<file path="src/rtl/renkon_ctrl_linebuf_pad_pkg.sv">
// Shared types and constants for the padded line-buffer controller.
// Holds the controller state encoding plus the common bus widths.
// Imported by the controller top and its channel iterator.
package renkon_ctrl_linebuf_pad_pkg;

    localparam int LWIDTH        = 16;  // width of size / count configuration fields
    localparam int DWIDTH        = 16;  // pixel data width of the image memory
    localparam int DRAIN_LAT_DEF = 3;   // default line-buffer drain latency

    typedef enum logic [2:0] {
        S_IDLE,
        S_REQ,
        S_FEED,
        S_DRAIN,
        S_NEXT,
        S_DONE
    } state_t;

endpackage

</file>
<file path="src/rtl/renkon_ctrl_chan_iter.sv">
// Channel iterator: counts input channels of one pass, flags first/last channel.
// Ports: clr_i restarts at channel 0 and latches n_chan_i; inc_i advances;
//        first_o/last_o are registered flags; tc_o is high while on the final channel.
module renkon_ctrl_chan_iter
    import renkon_ctrl_linebuf_pad_pkg::*;
#(
    parameter int CW = 10
) (
    input  logic              clk,
    input  logic              rst,
    input  logic              clr_i,
    input  logic              inc_i,
    input  logic [LWIDTH-1:0] n_chan_i,
    output logic              first_o,
    output logic              last_o,
    output logic              tc_o
);

    logic [CW-1:0]     chan_q;
    logic [LWIDTH-1:0] n_q;
    logic              first_q;
    logic              last_q;
    logic [LWIDTH-1:0] chan_ext;
    logic [LWIDTH-1:0] chan_nxt_ext;
    logic [LWIDTH-1:0] last_idx;

    assign chan_ext     = LWIDTH'(chan_q);
    assign chan_nxt_ext = chan_ext + LWIDTH'(1);
    assign last_idx     = n_q - LWIDTH'(1);

    assign tc_o    = (chan_ext == last_idx);
    assign first_o = first_q;
    assign last_o  = last_q;

    always_ff @(posedge clk or posedge rst) begin
        if (rst) begin
            chan_q  <= '0;
            n_q     <= '0;
            first_q <= 1'b0;
            last_q  <= 1'b0;
        end else if (clr_i) begin
            chan_q  <= '0;
            n_q     <= n_chan_i;
            first_q <= 1'b1;
            // A single-channel pass is both first and last from the outset.
            last_q  <= (n_chan_i == LWIDTH'(1));
        end else if (inc_i) begin
            chan_q  <= chan_q + CW'(1);
            first_q <= 1'b0;
            last_q  <= (chan_nxt_ext == last_idx);
        end
    end

endmodule

</file>
<file path="src/rtl/renkon_ctrl_linebuf_pad.sv">
// Sequences the padded line buffer over every input channel of one layer pass.
// Ports: ctrl_* handshake with the layer controller; buf_* handshake with the line buffer;
//        img_addr feeds the 1-cycle image memory; out_valid/acc_* tag windows; err is sticky.
module renkon_ctrl_linebuf_pad
    import renkon_ctrl_linebuf_pad_pkg::*;
#(
    parameter int MAXFIL    = 5,
    parameter int MAXIMG    = 32,
    parameter int MAXCHAN   = 512,
    parameter int ADDRWIDTH = 16,
    parameter int DRAIN_LAT = DRAIN_LAT_DEF
) (
    input  logic                 clk,
    input  logic                 xrst,
    input  logic                 ctrl_req,
    output logic                 ctrl_ack,
    output logic                 ctrl_done,
    input  logic [LWIDTH-1:0]    img_size,
    input  logic [LWIDTH-1:0]    fil_size,
    input  logic [LWIDTH-1:0]    pad_size,
    input  logic [LWIDTH-1:0]    n_chan,
    input  logic [ADDRWIDTH-1:0] img_offset,
    output logic                 buf_req,
    input  logic                 buf_ack,
    input  logic                 buf_ready,
    input  logic                 buf_valid,
    output logic [ADDRWIDTH-1:0] img_addr,
    output logic                 out_valid,
    output logic                 acc_first,
    output logic                 acc_last,
    output logic                 err
);

    localparam int CW  = $clog2(MAXCHAN) + 1;
    localparam int PW  = 2 * LWIDTH;
    localparam int DCW = (DRAIN_LAT > 1) ? $clog2(DRAIN_LAT) : 1;

    state_t                state_q;
    logic [ADDRWIDTH-1:0]  offset_q;
    logic [ADDRWIDTH-1:0]  pix_q;      // pixels consumed since start, across channels
    logic [PW-1:0]         cpix_q;     // pixels consumed in the current channel
    logic [PW-1:0]         npix_q;     // img_size squared, fixed for the pass
    logic [DCW-1:0]        drain_q;
    logic                  seen_busy_q;
    logic                  err_q;

    logic start;
    logic chan_tc;
    logic chan_inc;

    assign start    = (state_q == S_IDLE) && ctrl_req;
    assign chan_inc = (state_q == S_NEXT) && !chan_tc;

    renkon_ctrl_chan_iter #(
        .CW (CW)
    ) u_chan_iter (
        .clk      (clk),
        .rst      (xrst),
        .clr_i    (start),
        .inc_i    (chan_inc),
        .n_chan_i (n_chan),
        .first_o  (acc_first),
        .last_o   (acc_last),
        .tc_o     (chan_tc)
    );

    always_ff @(posedge clk or posedge xrst) begin
        if (xrst) begin
            state_q     <= S_IDLE;
            offset_q    <= '0;
            pix_q       <= '0;
            cpix_q      <= '0;
            npix_q      <= '0;
            drain_q     <= '0;
            seen_busy_q <= 1'b0;
            err_q       <= 1'b0;
        end else begin
            case (state_q)
                S_IDLE: begin
                    if (ctrl_req) begin
                        offset_q <= img_offset;
                        npix_q   <= PW'(img_size) * PW'(img_size);
                        pix_q    <= '0;
                        cpix_q   <= '0;
                        drain_q  <= '0;
                        err_q    <= 1'b0;
                        state_q  <= (n_chan == '0) ? S_DONE : S_REQ;
                    end
                end
                S_REQ: begin
                    seen_busy_q <= 1'b0;
                    drain_q     <= '0;
                    state_q     <= S_FEED;
                end
                S_FEED: begin
                    if (buf_ready) begin
                        pix_q  <= pix_q + ADDRWIDTH'(1);
                        cpix_q <= cpix_q + PW'(1);
                    end
                    // The line buffer must first go busy, then return idle,
                    // so a stale idle ack right after the request is not taken as completion.
                    if (!buf_ack) begin
                        seen_busy_q <= 1'b1;
                    end else if (seen_busy_q) begin
                        state_q <= S_DRAIN;
                    end
                end
                S_DRAIN: begin
                    if (drain_q == DCW'(DRAIN_LAT - 1)) begin
                        drain_q <= '0;
                        state_q <= S_NEXT;
                    end else begin
                        drain_q <= drain_q + DCW'(1);
                    end
                end
                S_NEXT: begin
                    if (cpix_q != npix_q) begin
                        err_q <= 1'b1;
                    end
                    if (chan_tc) begin
                        state_q <= S_DONE;
                    end else begin
                        cpix_q  <= '0;
                        state_q <= S_REQ;
                    end
                end
                S_DONE: begin
                    state_q <= S_IDLE;
                end
                default: begin
                    state_q <= S_IDLE;
                end
            endcase
        end
    end

    assign ctrl_ack  = (state_q == S_IDLE);
    assign ctrl_done = (state_q == S_DONE);
    assign buf_req   = (state_q == S_REQ);
    assign err       = err_q;

    // Lookahead by the current consume strobe so the synchronous memory
    // presents pixel p exactly when the line buffer samples it.
    assign img_addr  = offset_q + pix_q + ADDRWIDTH'(buf_ready);

    assign out_valid = buf_valid && ((state_q == S_FEED) || (state_q == S_DRAIN));

    // Configuration sanity at the moment a pass is accepted.
    a_cfg_range: assert property (@(posedge clk) disable iff (xrst)
        start |-> ((fil_size <= LWIDTH'(MAXFIL)) && (pad_size < fil_size) &&
                   (img_size <= LWIDTH'(MAXIMG)) && (n_chan <= LWIDTH'(MAXCHAN))));

endmodule
</file>
<file path="config.mk">
export PLATFORM = sky130hd
export DESIGN_NAME = renkon_ctrl_linebuf_pad
export DESIGN_NICKNAME = d
export VERILOG_FILES = /design/src/rtl/renkon_ctrl_linebuf_pad_pkg.sv /design/src/rtl/renkon_ctrl_chan_iter.sv /design/src/rtl/renkon_ctrl_linebuf_pad.sv
export SDC_FILE = /design/constraint.sdc
export NUM_CORES = 1
export LEC_CHECK = 0
export ABC_AREA = 1
export CAP_MARGIN = 30
export CORE_AREA = 2 2 165 167
export CTS_CLUSTER_DIAMETER = 120
export DETAILED_ROUTE_END_ITERATION = 10
export DIE_AREA = 0 0 167 169
export GPL_ROUTABILITY_DRIVEN = 0
export PLACE_DENSITY = 0.88
export SYNTH_ARGS = -nofsm -noshare
export SYNTH_HDL_FRONTEND = slang
export SYNTH_SLANG_ARGS = --single-unit
</file>
<file path="constraint.sdc">
create_clock -name clk -period 8.7 [get_ports clk]
set_input_delay 0.87 -clock clk [delete_from_list [all_inputs] [get_ports clk]]
set_output_delay 0.87 -clock clk [all_outputs]
set_load 0.05 [all_outputs]
</file>
==> impl_metrics.tcl <==
set metrics [dict create \
    skew_ns 0.0109 \
    die_x_um 167 \
    hpwlAfterDp_mm 29.4 \
    wl_per_cell_um 14.7 \
    tns_ns 0 \
    grt_overflow 0 \
    endpoint_kind "flip-flop" \
    power_leakage_nw 9.14 \
    powerDensity_nw_per_um2 408 \
    cts_buffer_depth 2 \
    grt_max_degree 82 \
    synth.most_common_cell "nand2_1" \
    syn_area_per_cell_um2 7.29 \
    cap_violations 0 \
    n_fill_cell 2166 \
    nets 2567 \
    postRouteAntennaNets 0 \
    slowest_delay_ns 1.03 \
    rr_startpoint "state_q[1]$_DFFE_PP0P_" \
    wirelength_mm 37.4 \
    grt_pass1_vias 14599 \
    setup_slack_ns 1.83 \
    yosys_warnings 0 \
    netlist_area_um2 15700 \
    synth_top_area_share_pct 20.9 \
    timing.fmax_mhz 146 \
    peakVddDrop_mv 0.466 \
    fin_util_pct 65.5 \
    rows 60 \
    r2r_cells 15 \
    place_inst 2520 \
    synth_edf_count 0 \
    slew_viol_final 0 \
    cts_tree "built" \
    hold_buffers 0 \
    grt_pass1_wl_mm 64.7 \
    cp_common_cell "fa_1" \
    critPathMaxFanout 18 \
    drive_above_1_share_pct 3.71 \
    max_slew_margin_pct 41.9 \
    numCtsBuffers 17 \
    drtIter0Drc 1068 \
    crit_buf_inv 4 \
    required_ns 8.98 \
    holdPathStages 2 \
    synth_ff_type "dfrtp_1" \
    worstPathArrival_ns 7.15 \
    postSynthCellCount 2159 \
    cts_root_buf "clkbuf_16" \
    clk-insertion-delay-late_ns 0.43 \
    r2r_end "pix_q[14]$_DFFE_PP0P_" \
    ys_types 44 \
    firstDrtPassIters 8 \
    ioPinCount 109 \
    setup_viol 0 \
    synthTopCellsByArea "fa_1 (21%), dfrtp_1 (21%), nand2_1 (13%), inv_1 (10%), ha_1 (9.4%)" \
    synth_seq_area_share_pct 20.7 \
    cts_sinks 130 \
    period_needed_ns 6.87 \
    synthesis.nets 2527 \
    hold_viol 0 \
    rsz0062_at_grt "no" \
    area_growth_syn_to_layout_pct 10.2 \
    p_total_mw 7.09 \
    critical_path_class "in2reg" \
    clkSlewWorstSetupHoldPaths_ns 0.06 \
    die_area_um2 28200 \
    min_period_over_period_pct 79.0 \
    hold_start "offset_q[6]$_DFFE_PP0P_" \
    worst_pin_slew_ns 0.869 \
    antenna_found_initial 0 \
    diodes 0 \
    cts_post_setup_buffers_inserted 0 \
    path_cells "clkdlybuf4s50_1 > nand2_1 > fa_1 > fa_1 > inv_1 > fa_1 > fa_1 > fa_1 > inv_1 > fa_1 > inv_1 > ha_1 > a21oi_1 > a21boi_0 > nand2_1 > nand2_1 > nand3_1 > or2_2 > nand3_1 > o21ai_0" \
    regToRegSetupSlack_ns 5.33 \
    worstSetupStartpoint "img_size[2]" \
    start_util_pct 59.4 \
    io_buffers 76 \
    final_cells 2553 \
    cp_top_family "adder cells" \
    via_count 14258 \
    synthArstFlopShare_pct 100 \
    h-tree-depth 4 \
    hold_path_class "reg2reg" \
    yosysTopAreaCell "fa_1" \
    drc 0 \
    holdPathEnd "offset_q[6]$_DFFE_PP0P_" \
    grt_usage_pct 27.5 \
    worstSetupStartpointType "primary input" \
    cp_slowest_cell "clkdlybuf4s50_1" \
    cts.repair.resized 0 \
    place_ws_ns 1.44 \
    viasPerCell 5.58 \
    synth_common_cells "nand2_1 (566), inv_1 (431), fa_1 (164)" \
    outcome "complete, no violations" \
    die_h_um 169 \
    ys_ff_latch 130 \
    core_um2 26500 \
]
-- through the flow --
stage / hold WS (ns) / area (um^2)
2_1_floorplan: 0.448 / 15700
3_3_place_gp: 0.453 / 16700
3_5_place_dp: 0.470 / 16700
4_1_cts: 0.485 / 17300
5_1_grt: 0.503 / 17300
6_report: 0.486 / 17300
-- power by group --
group / leakage (nW) / switching, mW / internal, mW
Combinational: 7.16 / 3.50 / 1.92
Clock: 0.282 / 0.308 / 0.407
Sequential: 1.70 / 0.169 / 0.787
-- area by class of cell --
type	count	area (um^2)	share of cell area (%)
Clock buffer	17	425	2.45
Tap cell	341	427	2.46
Inverter	433	1630	9.38
Timing Repair Buffer	87	863	4.98
Sequential cell	130	3250	18.8
Clock inverter	15	171	0.988
Multi-Input combinational cell	1530	10600	61.0
-- registers in the layout (all words and copies together) (netlist names), 2 cells and up --
signal and cells:
cpix_q 32, drain_q 2, npix_q 31, offset_q 16, pix_q 16, state_q 3
u_chan_iter.chan_q 10, u_chan_iter.n_q 16
-- how the worst max path moves through the flow --
stage,to,cells after the start,slack [ns]
2_1_floorplan,npix_q[27]$_DFFE_PP0P_,23,2.42
3_3_place_gp,npix_q[23]$_DFFE_PP0P_,22,1.57
3_5_place_dp,npix_q[23]$_DFFE_PP0P_,20,1.44
4_1_cts,npix_q[23]$_DFFE_PP0P_,20,1.86
5_1_grt,npix_q[23]$_DFFE_PP0P_,22,1.46
6_report,npix_q[23]$_DFFE_PP0P_,20,1.83
-- cells by family (layout without fill, tap and decap cells) --
| group | count (synthesis) | in the layout | share of synthesized area (%) |
|---|---|---|---|
| adders and majority gates | 282 | 282 | 30.2 |
| and+or+nand+nor | 943 | 943 | 25.3 |
| xor gates and xnor gates | 59 | 59 | 3.28 |
| buffers and inverters | 499 | 552 | 12.2 |
| DFF | 130 | 130 | 20.7 |
| AOI/OAI and AO/OA | 246 | 246 | 8.28 |
-- worst register-to-register path: cells and delay by family, from the launching register on --
family / cells / cell delay, ns
buffers and inverters: 4 / 0.93
and+or+nand+nor: 11 / 1.96
DFF: 1 / 0.42
-- layer usage --
metal / GRT usage [%] / up-vias / part of all wire, %
met5: 0 / - / 0
met4: 12.9 / 0 / 3.8
met3: 3.95 / 135 / 5.8
met2: 49.9 / 550 / 51
met1: 32.1 / 6801 / 39
li1: - / 6772 / -
-- placed cells by master (no fill, tap or decap), types with 9 or more instances in the layout --
master             n
a21oi_1           76
buf_4             10
clkbuf_16         17
clkdlybuf4s50_1   76
dfrtp_1          130
fa_1             164
ha_1             118
inv_1            430
nand2_1          566
nand3_1          119
nand3b_1          13
nand4_1           21
nor2_1           145
nor3_1            26
nor4_1            14
o21ai_0          119
o21ai_1           18
o22ai_1            9
or2_2             21
xnor2_1           19
xor2_1            40
Note: power is estimated with default switching activity, not from simulation.
